`src/rtl/srt_div_pkg.sv`:
```
// Shared definitions for the SRT divider back end.
//   EXP_W_D / MAN_W_D : default exponent and stored-mantissa widths
//   RES_W_D / SHIFT_W_D : derived raw-quotient and pre-shift widths
//   fp_word_t : packed IEEE-754 word {sign, exp, man}
//   flags_t   : exception flags {overflow, underflow, inexact}
package srt_div_pkg;

  localparam int EXP_W_D   = 8;
  localparam int MAN_W_D   = 23;
  localparam int RES_W_D   = MAN_W_D + 3;
  localparam int SHIFT_W_D = $clog2(RES_W_D + 1);

  localparam logic [EXP_W_D-1:0] EXP_MAX_C  = '1;
  localparam int                 EXP_BIAS_C = (1 << (EXP_W_D - 1)) - 1;

  typedef struct packed {
    logic               sign;
    logic [EXP_W_D-1:0] exp;
    logic [MAN_W_D-1:0] man;
  } fp_word_t;

  typedef struct packed {
    logic overflow;
    logic underflow;
    logic inexact;
  } flags_t;

endpackage

```
`src/rtl/srt_lzc.sv`:
```
// Leading-zero counter.
//   d        : input word, counted from bit W-1 downwards
//   count    : number of leading zeros (W when d is all zero)
//   all_zero : d == 0
module srt_lzc
  import srt_div_pkg::*;
#(
  parameter int W     = RES_W_D,
  parameter int CNT_W = $clog2(W + 1)
) (
  input  logic [W-1:0]     d,
  output logic [CNT_W-1:0] count,
  output logic             all_zero
);

  // Scan upwards so the most significant set bit is the last one to win.
  always_comb begin
    count = CNT_W'(W);
    for (int i = 0; i < W; i++) begin
      if (d[i]) count = CNT_W'(W - 1 - i);
    end
  end

  assign all_zero = ~|d;

endmodule

```
`src/rtl/srt_quotient_normalizer.sv`:
```
// SRT divider back end: pre-shift, normalise, round-to-nearest-even, pack.
// Two-stage pipeline with valid/ready on both sides, one result per cycle.
//   clk, rst_n        : clock, asynchronous active-low reset
//   in_valid/in_ready : input handshake
//   in_result         : raw quotient {hidden, mantissa, guard, round}
//   in_shift, in_right_shift : pre-shift amount and direction
//   in_sign, in_exponent, in_sticky : sign, biased exponent, remainder nonzero
//   out_valid/out_ready : output handshake
//   out_quotient      : packed {sign, exponent, mantissa}
//   out_overflow/out_underflow/out_inexact : exception flags
module srt_quotient_normalizer
  import srt_div_pkg::*;
#(
  parameter int EXP_W   = EXP_W_D,
  parameter int MAN_W   = MAN_W_D,
  parameter int RES_W   = MAN_W + 3,
  parameter int SHIFT_W = $clog2(RES_W + 1)
) (
  input  logic                   clk,
  input  logic                   rst_n,
  input  logic                   in_valid,
  output logic                   in_ready,
  input  logic [RES_W-1:0]       in_result,
  input  logic [SHIFT_W-1:0]     in_shift,
  input  logic                   in_right_shift,
  input  logic                   in_sign,
  input  logic [EXP_W-1:0]       in_exponent,
  input  logic                   in_sticky,
  output logic                   out_valid,
  input  logic                   out_ready,
  output logic [EXP_W+MAN_W:0]   out_quotient,
  output logic                   out_overflow,
  output logic                   out_underflow,
  output logic                   out_inexact
);

  localparam int EW = EXP_W + 2;

  typedef struct packed {
    logic [EXP_W+MAN_W:0] word;
    flags_t               flags;
  } rp_t;

  function automatic rp_t round_pack(
    input logic [RES_W-1:0]     n,
    input logic signed [EW-1:0] e,
    input logic                 s,
    input logic                 sign,
    input logic                 zero
  );
    rp_t                 r;
    logic                lsb, g, rb, up;
    logic [MAN_W+1:0]    sig;
    logic signed [EW-1:0] e_r;
    lsb = n[2];
    g   = n[1];
    rb  = n[0];
    up  = g & (rb | s | lsb);
    // Significand including the hidden bit; a carry past the hidden bit
    // leaves the stored mantissa at zero and bumps the exponent.
    sig = {1'b0, n[RES_W-1:2]} + {{(MAN_W + 1){1'b0}}, up};
    e_r = (sig[MAN_W+1:MAN_W] == 2'b10) ? e + EW'(1) : e;
    r   = '0;
    if (zero) begin
      r.word          = {sign, {(EXP_W + MAN_W){1'b0}}};
      r.flags.inexact = s;
    end else if (e_r >= $signed({2'b00, {EXP_W{1'b1}}})) begin
      r.word           = {sign, {EXP_W{1'b1}}, {MAN_W{1'b0}}};
      r.flags.overflow = 1'b1;
      r.flags.inexact  = 1'b1;
    end else if (e_r <= $signed(EW'(0))) begin
      r.word            = {sign, {(EXP_W + MAN_W){1'b0}}};
      r.flags.underflow = 1'b1;
      r.flags.inexact   = 1'b1;
    end else begin
      r.word          = {sign, e_r[EXP_W-1:0], sig[MAN_W-1:0]};
      r.flags.inexact = g | rb | s;
    end
    return r;
  endfunction

  logic adv1, adv2;
  logic vld_p1, vld_p2;

  logic [RES_W-1:0]     t, lost, n;
  logic                 sticky;
  logic [SHIFT_W-1:0]   lz;
  logic                 all_zero;
  logic signed [EW-1:0] e;

  logic [RES_W-1:0]     n_p1;
  logic signed [EW-1:0] e_p1;
  logic                 sticky_p1, sign_p1, zero_p1;
  rp_t                  rp_p2;

  assign adv2     = !vld_p2 | out_ready;
  assign adv1     = !vld_p1 | adv2;
  assign in_ready = adv1;

  // Stage 0 -> 1: pre-shift, leading-zero count, normalise
  always_comb begin
    t      = '0;
    lost   = '0;
    sticky = in_sticky;
    if (in_shift >= SHIFT_W'(RES_W)) begin
      if (in_right_shift) sticky = in_sticky | (|in_result);
    end else if (in_right_shift) begin
      t      = in_result >> in_shift;
      lost   = in_result & ~({RES_W{1'b1}} << in_shift);
      sticky = in_sticky | (|lost);
    end else begin
      t = in_result << in_shift;
    end
  end

  srt_lzc #(.W(RES_W), .CNT_W(SHIFT_W)) u_lzc (
    .d        (t),
    .count    (lz),
    .all_zero (all_zero)
  );

  assign n = t << lz;
  assign e = $signed({2'b00, in_exponent}) - $signed({{(EW - SHIFT_W){1'b0}}, lz});

  always_ff @(posedge clk or negedge rst_n) begin
    if (!rst_n) begin
      vld_p1    <= 1'b0;
      n_p1      <= '0;
      e_p1      <= '0;
      sticky_p1 <= 1'b0;
      sign_p1   <= 1'b0;
      zero_p1   <= 1'b0;
    end else if (adv1) begin
      vld_p1 <= in_valid;
      if (in_valid) begin
        n_p1      <= n;
        e_p1      <= e;
        sticky_p1 <= sticky;
        sign_p1   <= in_sign;
        zero_p1   <= all_zero;
      end
    end
  end

  // Stage 1 -> 2: round, exception select, pack
  always_ff @(posedge clk or negedge rst_n) begin
    if (!rst_n) begin
      vld_p2 <= 1'b0;
      rp_p2  <= '0;
    end else if (adv2) begin
      vld_p2 <= vld_p1;
      if (vld_p1) rp_p2 <= round_pack(n_p1, e_p1, sticky_p1, sign_p1, zero_p1);
    end
  end

  assign out_valid     = vld_p2;
  assign out_quotient  = rp_p2.word;
  assign out_overflow  = rp_p2.flags.overflow;
  assign out_underflow = rp_p2.flags.underflow;
  assign out_inexact   = rp_p2.flags.inexact;

endmodule
```
`config.mk`:
```
export PLATFORM = sky130hd
export DESIGN_NAME = srt_quotient_normalizer
export DESIGN_NICKNAME = d
export VERILOG_FILES = /design/src/rtl/srt_div_pkg.sv /design/src/rtl/srt_lzc.sv /design/src/rtl/srt_quotient_normalizer.sv
export SDC_FILE = /design/constraint.sdc
export NUM_CORES = 1
export LEC_CHECK = 0
export ABC_AREA = 1
export BUFFER_PORTS_ARGS = -buffer_cell sky130_fd_sc_hd__buf_2
export CORE_MARGIN = 4
export CORE_UTILIZATION = 66
export DETAILED_ROUTE_END_ITERATION = 16
export PLACE_DENSITY = 0.88
export SLEW_MARGIN = 20
export SYNTH_ARGS = -nofsm -noshare
export SYNTH_HDL_FRONTEND = slang
export SYNTH_HIERARCHICAL = 1
export SYNTH_SLANG_ARGS = --single-unit
export TNS_END_PERCENT = 1
```
`constraint.sdc`:
```
create_clock -name clk -period 7 [get_ports clk]
set_input_delay 1.4 -clock clk [delete_from_list [all_inputs] [get_ports clk]]
set_output_delay 1.4 -clock clk [all_outputs]
set_load 0.02 [all_outputs]
```
[Word level (Yosys, flattened, before mapping)]
Index checks and enable logic that the tools add are counted.
Cells by class
  add/sub/neg operators: 3
  magnitude comparators: 3
  eq/ne operators: 1
  shift operators: 4
  mux-type cells: 42
  bitwise gates (word level): 11
  reduce and logical (&&, ||, !) cells: 8
Operators with widths (count)
  two-way mux 31 bit: 3
  two-way mux 5 bit: 16
  OR reduction 26 bit: 3
  two-way mux 26 bit: 2
  << shifter 26 x 5 -> 26 bit: 2
  two-way mux 4 bit: 8
  AND 26 bit: 1
  NOT 26 bit: 1
  << shifter 26 x 5 -> 26 bit, first input constant: 1
  right shift 26 x 5 -> 26 bit: 1
  adder 24 x 1 -> 25 bit: 1
  adder 10 x 2 -> 10 bit, second input constant: 1
  greater-or-equal comparator 10 x 9 -> 1 bit, second input constant: 1
  less-or-equal comparator 10 x 1 -> 1 bit, second input constant: 1
  two-way mux 10 bit: 1
  two-way mux 1 bit: 9
  subtractor 8 x 5 -> 9 bit: 1
  OR 1 bit: 8
  two-way mux 2 bit: 3
  greater-or-equal comparator 5 bit, second input constant: 1
  AND reduction 2 bit: 2
  zero test 1 bit: 3
  equality test 2 bit, second input constant: 1
  AND 1 bit: 1
Storage, ports and cells
  register bits: 76
  input port bits: 46
  output and inout bits: 37
  logic and storage cells: 83

[Depth between registers and ports, before layout]
  depth in word-level cells: 30
  mapped depth: 48
  depth with buffers taken out: 47

[Hierarchy]
The synthesis kept the hierarchy.
Modules (own cells, without submodules)
  srt_quotient_normalizer: times used 1, cells each 1458, area an instance 8264.2 µm², seq. area each 1876.8 µm²
  srt_lzc: times used 1, cells each 83, area an instance 357.8 µm², seq. area each 0.0 µm²

[Worst setup path after synthesis]
OpenSTA, ideal clock, no wires.
  kind: input to register
  from: in in_shift[2]
  to: reg e_p1[7]
  setup time: 137 ps
  data arrival time: 5204 ps
  data required time: 6863 ps
  path slack: 1659 ps
  stages on the path: 40
  buffers on the path: 3
  cells stage by stage: clkbuf_1 -> clkinv_1 -> nand2_1 -> nor2_1 -> nand2_1 -> nand2_1 -> inv_1 -> nand2_1 -> nand2_1 -> nand2_1 -> inv_1 -> nand2_1 -> nand2_1 -> nand2_1 -> or2_1 -> nand2_1 -> nand2_1 -> nand3_1 -> [... 4 more ...] -> nand2_1 -> nand3_1 -> nand3_1 -> a21boi_1 -> clkbuf_1 -> inv_2 -> clkbuf_1 -> ha_1 -> nand2_1 -> nor2_1 -> a211oi_1 -> nor2_1 -> nor2_1 -> o21ai_0 -> nor2_1 -> nand2_1 -> nand3_1 -> o221ai_1
Between the ends
  longest elaborated chain between the ends: 30
  elaborated cells between the ends (all ways): 32
  classes of those cells: add/sub: 1; order compare: 1; shift: 2; mux: 28
Ends and longest elaborated chain
  start: declaration: line srt_quotient_normalizer.sv:24  | input logic [SHIFT_W-1:0] in_shift,
  << shifter 26 x 5 -> 26 bit / right shift 26 x 5 -> 26 bit (equally long branches): line srt_quotient_normalizer.sv:112, srt_quotient_normalizer.sv:108
  two-way mux 26 bit: line srt_quotient_normalizer.sv:107  | end else if (in_right_shift) begin
  two-way mux 26 bit *: line srt_quotient_normalizer.sv:105  | if (in_shift >= SHIFT_W'(RES_W)) begin
  via t[0]: line srt_quotient_normalizer.sv:85  | logic [RES_W-1:0] t, lost, n;
  two-way mux 2 bit * (2 in a row): line srt_lzc.sv:20  | if (d[i]) count = CNT_W'(W - 1 - i);
  two-way mux 4 bit * (8 in a row): line srt_lzc.sv:20
  two-way mux 5 bit * (16 in a row): line srt_lzc.sv:20
  via lz[1]: line srt_quotient_normalizer.sv:87  | logic [SHIFT_W-1:0] lz;
  subtractor 8 x 5 -> 9 bit *: line srt_quotient_normalizer.sv:123  | assign e = $signed({2'b00, in_exponent}) - $signed({{(EW - SHIFT_W){1'b0}}, lz});
  end signal: assignment: line srt_quotient_normalizer.sv:129  | e_p1 <= '0;
  end signal: assignment: line srt_quotient_normalizer.sv:137  | e_p1 <= e;
  end: declaration: line srt_quotient_normalizer.sv:92  | logic signed [EW-1:0] e_p1;
Mark *: on every way through the listed nets, which the timed path passes. The rest lies on a longest branch.
A chain may end at the register's enable or synchronous reset.

[Final worst setup path]
  from: in in_shift[1]
  to: reg e_p1[7]
The elaborated chain is that of the path after synthesis.

==> results.py <==
metrics = {
    "outcome": {
        "status": "finished clean",
    },
    "sta": {
        "tns_ns": 0,
        "rsz0062_at_grt": "no",
        "slew_violations": 0,
        "worst_pin_slew_ns": 1.034,
        "fin_skew_ns": 0.006734,
        "worst_slack_ns": 0.8488,
        "fmax_mhz": 162.6,
        "setup_viol": 0,
        "finalHoldViolations": 0,
        "period_share": 0.8787,
        "slew_headroom": 0.3083,
        "min_period_ns": 6.151,
    },
    "cts": {
        "htree_levels": 3,
        "clk_pin_slew_ns": 0.06,
        "postCtsHoldBufs": 0,
        "cts_resized": 0,
        "postCtsSetupRepairBufs": 0,
        "cts_root_buffer": "clkbuf_16",
        "cts.sinks": 75,
        "cts_tree": "done",
        "cts_made_buffers": 9,
        "worstSkewPairLatency_ns": 0.34,
        "clk_path_buf_depth": 2,
    },
    "routing": {
        "via_per_inst": 6.640,
        "routedWlPerCell_um": 19.20,
        "drt-pass1-iter-count": 8,
        "drc": 0,
        "drt_iter0_drc": 2113,
        "drt_wl_total_mm": 33.84,
        "vias": 11710,
        "final_antenna_net_count": 0,
    },
    "yosys": {
        "synth_top_area_frac": 0.2355,
        "synth_top_area_cell": "nand2_1",
        "ys_seq_area_frac": 0.2177,
        "synth_cells": 1541,
        "async_flop_share": 1.000,
        "yosys.cell_types.count": 50,
        "synth-seq-cells": 75,
        "avgSynthCellArea_um2": 5.595,
        "ys_warn_count": 6,
        "synth_area_um2": 8622,
        "syn_nets": 1595,
        "synth_edf_count": 0,
        "dominantRegCellSynth": "dfrtp_1",
        "synthTopCellsByArea": "nand2_1, nand3_1, dfrtp_1",
    },
    "global_routing": {
        "grt_usage": 0.4524,
        "antenna_found_initial": 0,
        "grt_pass1_wl_mm": 53.63,
        "overflow": 0,
        "grt_max_degree": 76,
        "grt_pass1_vias": 10500,
    },
    "power_and_ir_drop": {
        "switching_share": 0.4932,
        "power_frac_comb": 0.530,
        "ir_drop_uv": 185.7,
        "p_clk_frac": 0.186,
        "p_per_area_nw_per_um2": 288.6,
        "p_sw_mw": 1.347,
        "p_int_mw": 1.384,
        "power.total_mw": 2.732,
        "p_seq_frac": 0.283,
        "p_leak_nw": 5.044,
    },
    "floorplanning": {
        "initial_core_util": 0.6777,
        "core_um2": 12720,
        "die_y_um": 122.3,
        "dieArea_um2": 14960,
        "io_pins": 83,
        "row_count": 41,
        "die_w_um": 122.3,
    },
    "run": {
        "cap_viol_max_count": 0,
    },
    "critical_path": {
        "crit_path_end_kind": "flop",
        "critPathLaunchType": "primary input",
        "crit_arrival_ns": 6.34,
        "cp_common_cell": "nand2_1",
        "critical-path-slowest-cell": "nor2_1",
        "cp_top_family": "simple AND/OR/NAND/NOR gates",
        "critPathKind": "primary input to flop",
        "critPathBufInv": 2,
        "cp_slowest_stage_delay_ns": 0.72,
        "crit_required_ns": 7.19,
        "cp_max_fo": 11,
    },
    "placement": {
        "place_ws_ns": 0.7198,
        "post_dp_cell_area_um2": 9134,
        "gp_congestion": 1.104,
        "hpwl_mm": 24.11,
        "io_buffer_count": 82,
    },
    "final_layout": {
        "final_cell_area_um2": 9464,
        "post-route-util": 0.7439,
        "antenna_cells": 0,
        "final_common_cell": "nand2_1",
        "multi_input_area_um2": 5959,
        "layout_common_cells": "nand2_1, nand3_1, inv_1",
        "n_fill_cell": 1039,
        "nets": 1640,
        "final-seq-area_um2": 1877,
        "syn2layout_area_growth_pct": 9.766,
        "drive_above_1_share": 0.1050,
    },
    "worst_hold_path": {
        "hold_class": "flop to flop",
    },
}
-- stage by stage --
step / instances / hold WS, ns
final: 1763 / 0.4748
after global routing: 1763 / 0.4843
after CTS: 1763 / 0.4743
after detailed placement: 1747 / 0.4597
after global placement: 1747 / 0.4565
after floorplan: 1541 / 0.4796
-- registers in the layout, summed over array words and instances, names as in the netlist --
signal,cells
vld_p1,1
n_p1,26
out_underflow,1
sticky_p1,1
sign_p1,1
out_overflow,1
zero_p1,1
out_inexact,1
out_valid,1
e_p1,9
out_quotient,32
-- synthesized netlist by cell type (10+ instances only) --
cell type    n
clkbuf_1    44
buf_1       18
buf_2       10
inv_1      106
nand2_1    541
nor3_1      17
o21ai_1     17
o21ai_0     49
nor2_1     103
dfrtp_1     75
xor2_1      17
nand3_1    391
nand4_1     34
a21oi_1     23
-- layout make-up --
type,count,share of cell area
clock buffers,11,0.02671
repair buffers,111,0.06637
inverters,118,0.04825
well taps,172,0.02274
clock inverters,5,0.007932
flip-flops and latches,75,0.1983
multi-input cells,1271,0.6297
-- power groups by stage --
| stage | clock [mW] | sequential [mW] | combinational, mW |
|---|---|---|---|
| finish | 0.509 | 0.774 | 1.45 |
| global route | 0.521 | 0.790 | 1.57 |
| CTS | 0.502 | 0.764 | 1.40 |
| detailed placement | 0 | 0.757 | 1.35 |
| global placement | 0 | 0.748 | 1.30 |
| floorplan | 0 | 0.843 | 0.855 |
-- worst reg2reg max path: cells and delay by family (launching register included) --
kind                     cells  cell delay, ns
AO/OA/AOI/OAI                1            0.41
AND/OR/NAND/NOR             13            2.13
buffers and inverters        1            0.08
adder cells (fa/ha/maj)      1            0.19
flip-flops                   1            0.43
-- cell families after synthesis --
group                    Yosys count  synth area share
buffers and inverters            195           0.09186
XOR/XNOR                          20           0.02032
AND/OR/NAND/NOR                 1127            0.5806
AO/OA/AOI/OAI                    116           0.07706
flip-flops                        75            0.2177
adder cells (fa/ha/maj)            8           0.01248
-- final timing paths --
kind | cells after the start | endpoint | start | slack, ns
worst max register to register | 16 | out_quotient[23]$_DFFE_PN0P_ | n_p1[1]$_DFFE_PN0P_ | 3.62
min in group asynchronous | 2 | out_quotient[28]$_DFFE_PN0P_ | rst_n | 1.26
worst max-delay path | 44 | e_p1[7]$_DFFE_PN0P_ | in_shift[1] | 0.85
worst min register to register | 2 | out_quotient[20]$_DFFE_PN0P_ | out_quotient[20]$_DFFE_PN0P_ | 0.47
max in group asynchronous | 2 | out_quotient[19]$_DFFE_PN0P_ | rst_n | 5.08
worst min-delay path | 2 | out_quotient[20]$_DFFE_PN0P_ | out_quotient[20]$_DFFE_PN0P_ | 0.47
-- routing by layer --
metal / global-route usage / wire (µm) / share of wire
met1: 0.5520 / 11830 / 0.35
met4: 0.3100 / 3002 / 0.089
met2: 0.7159 / 14920 / 0.44
met5: 0 / 0 / 0
met3: 0.09539 / 4090 / 0.12
(Power assumes the default switching activity.)
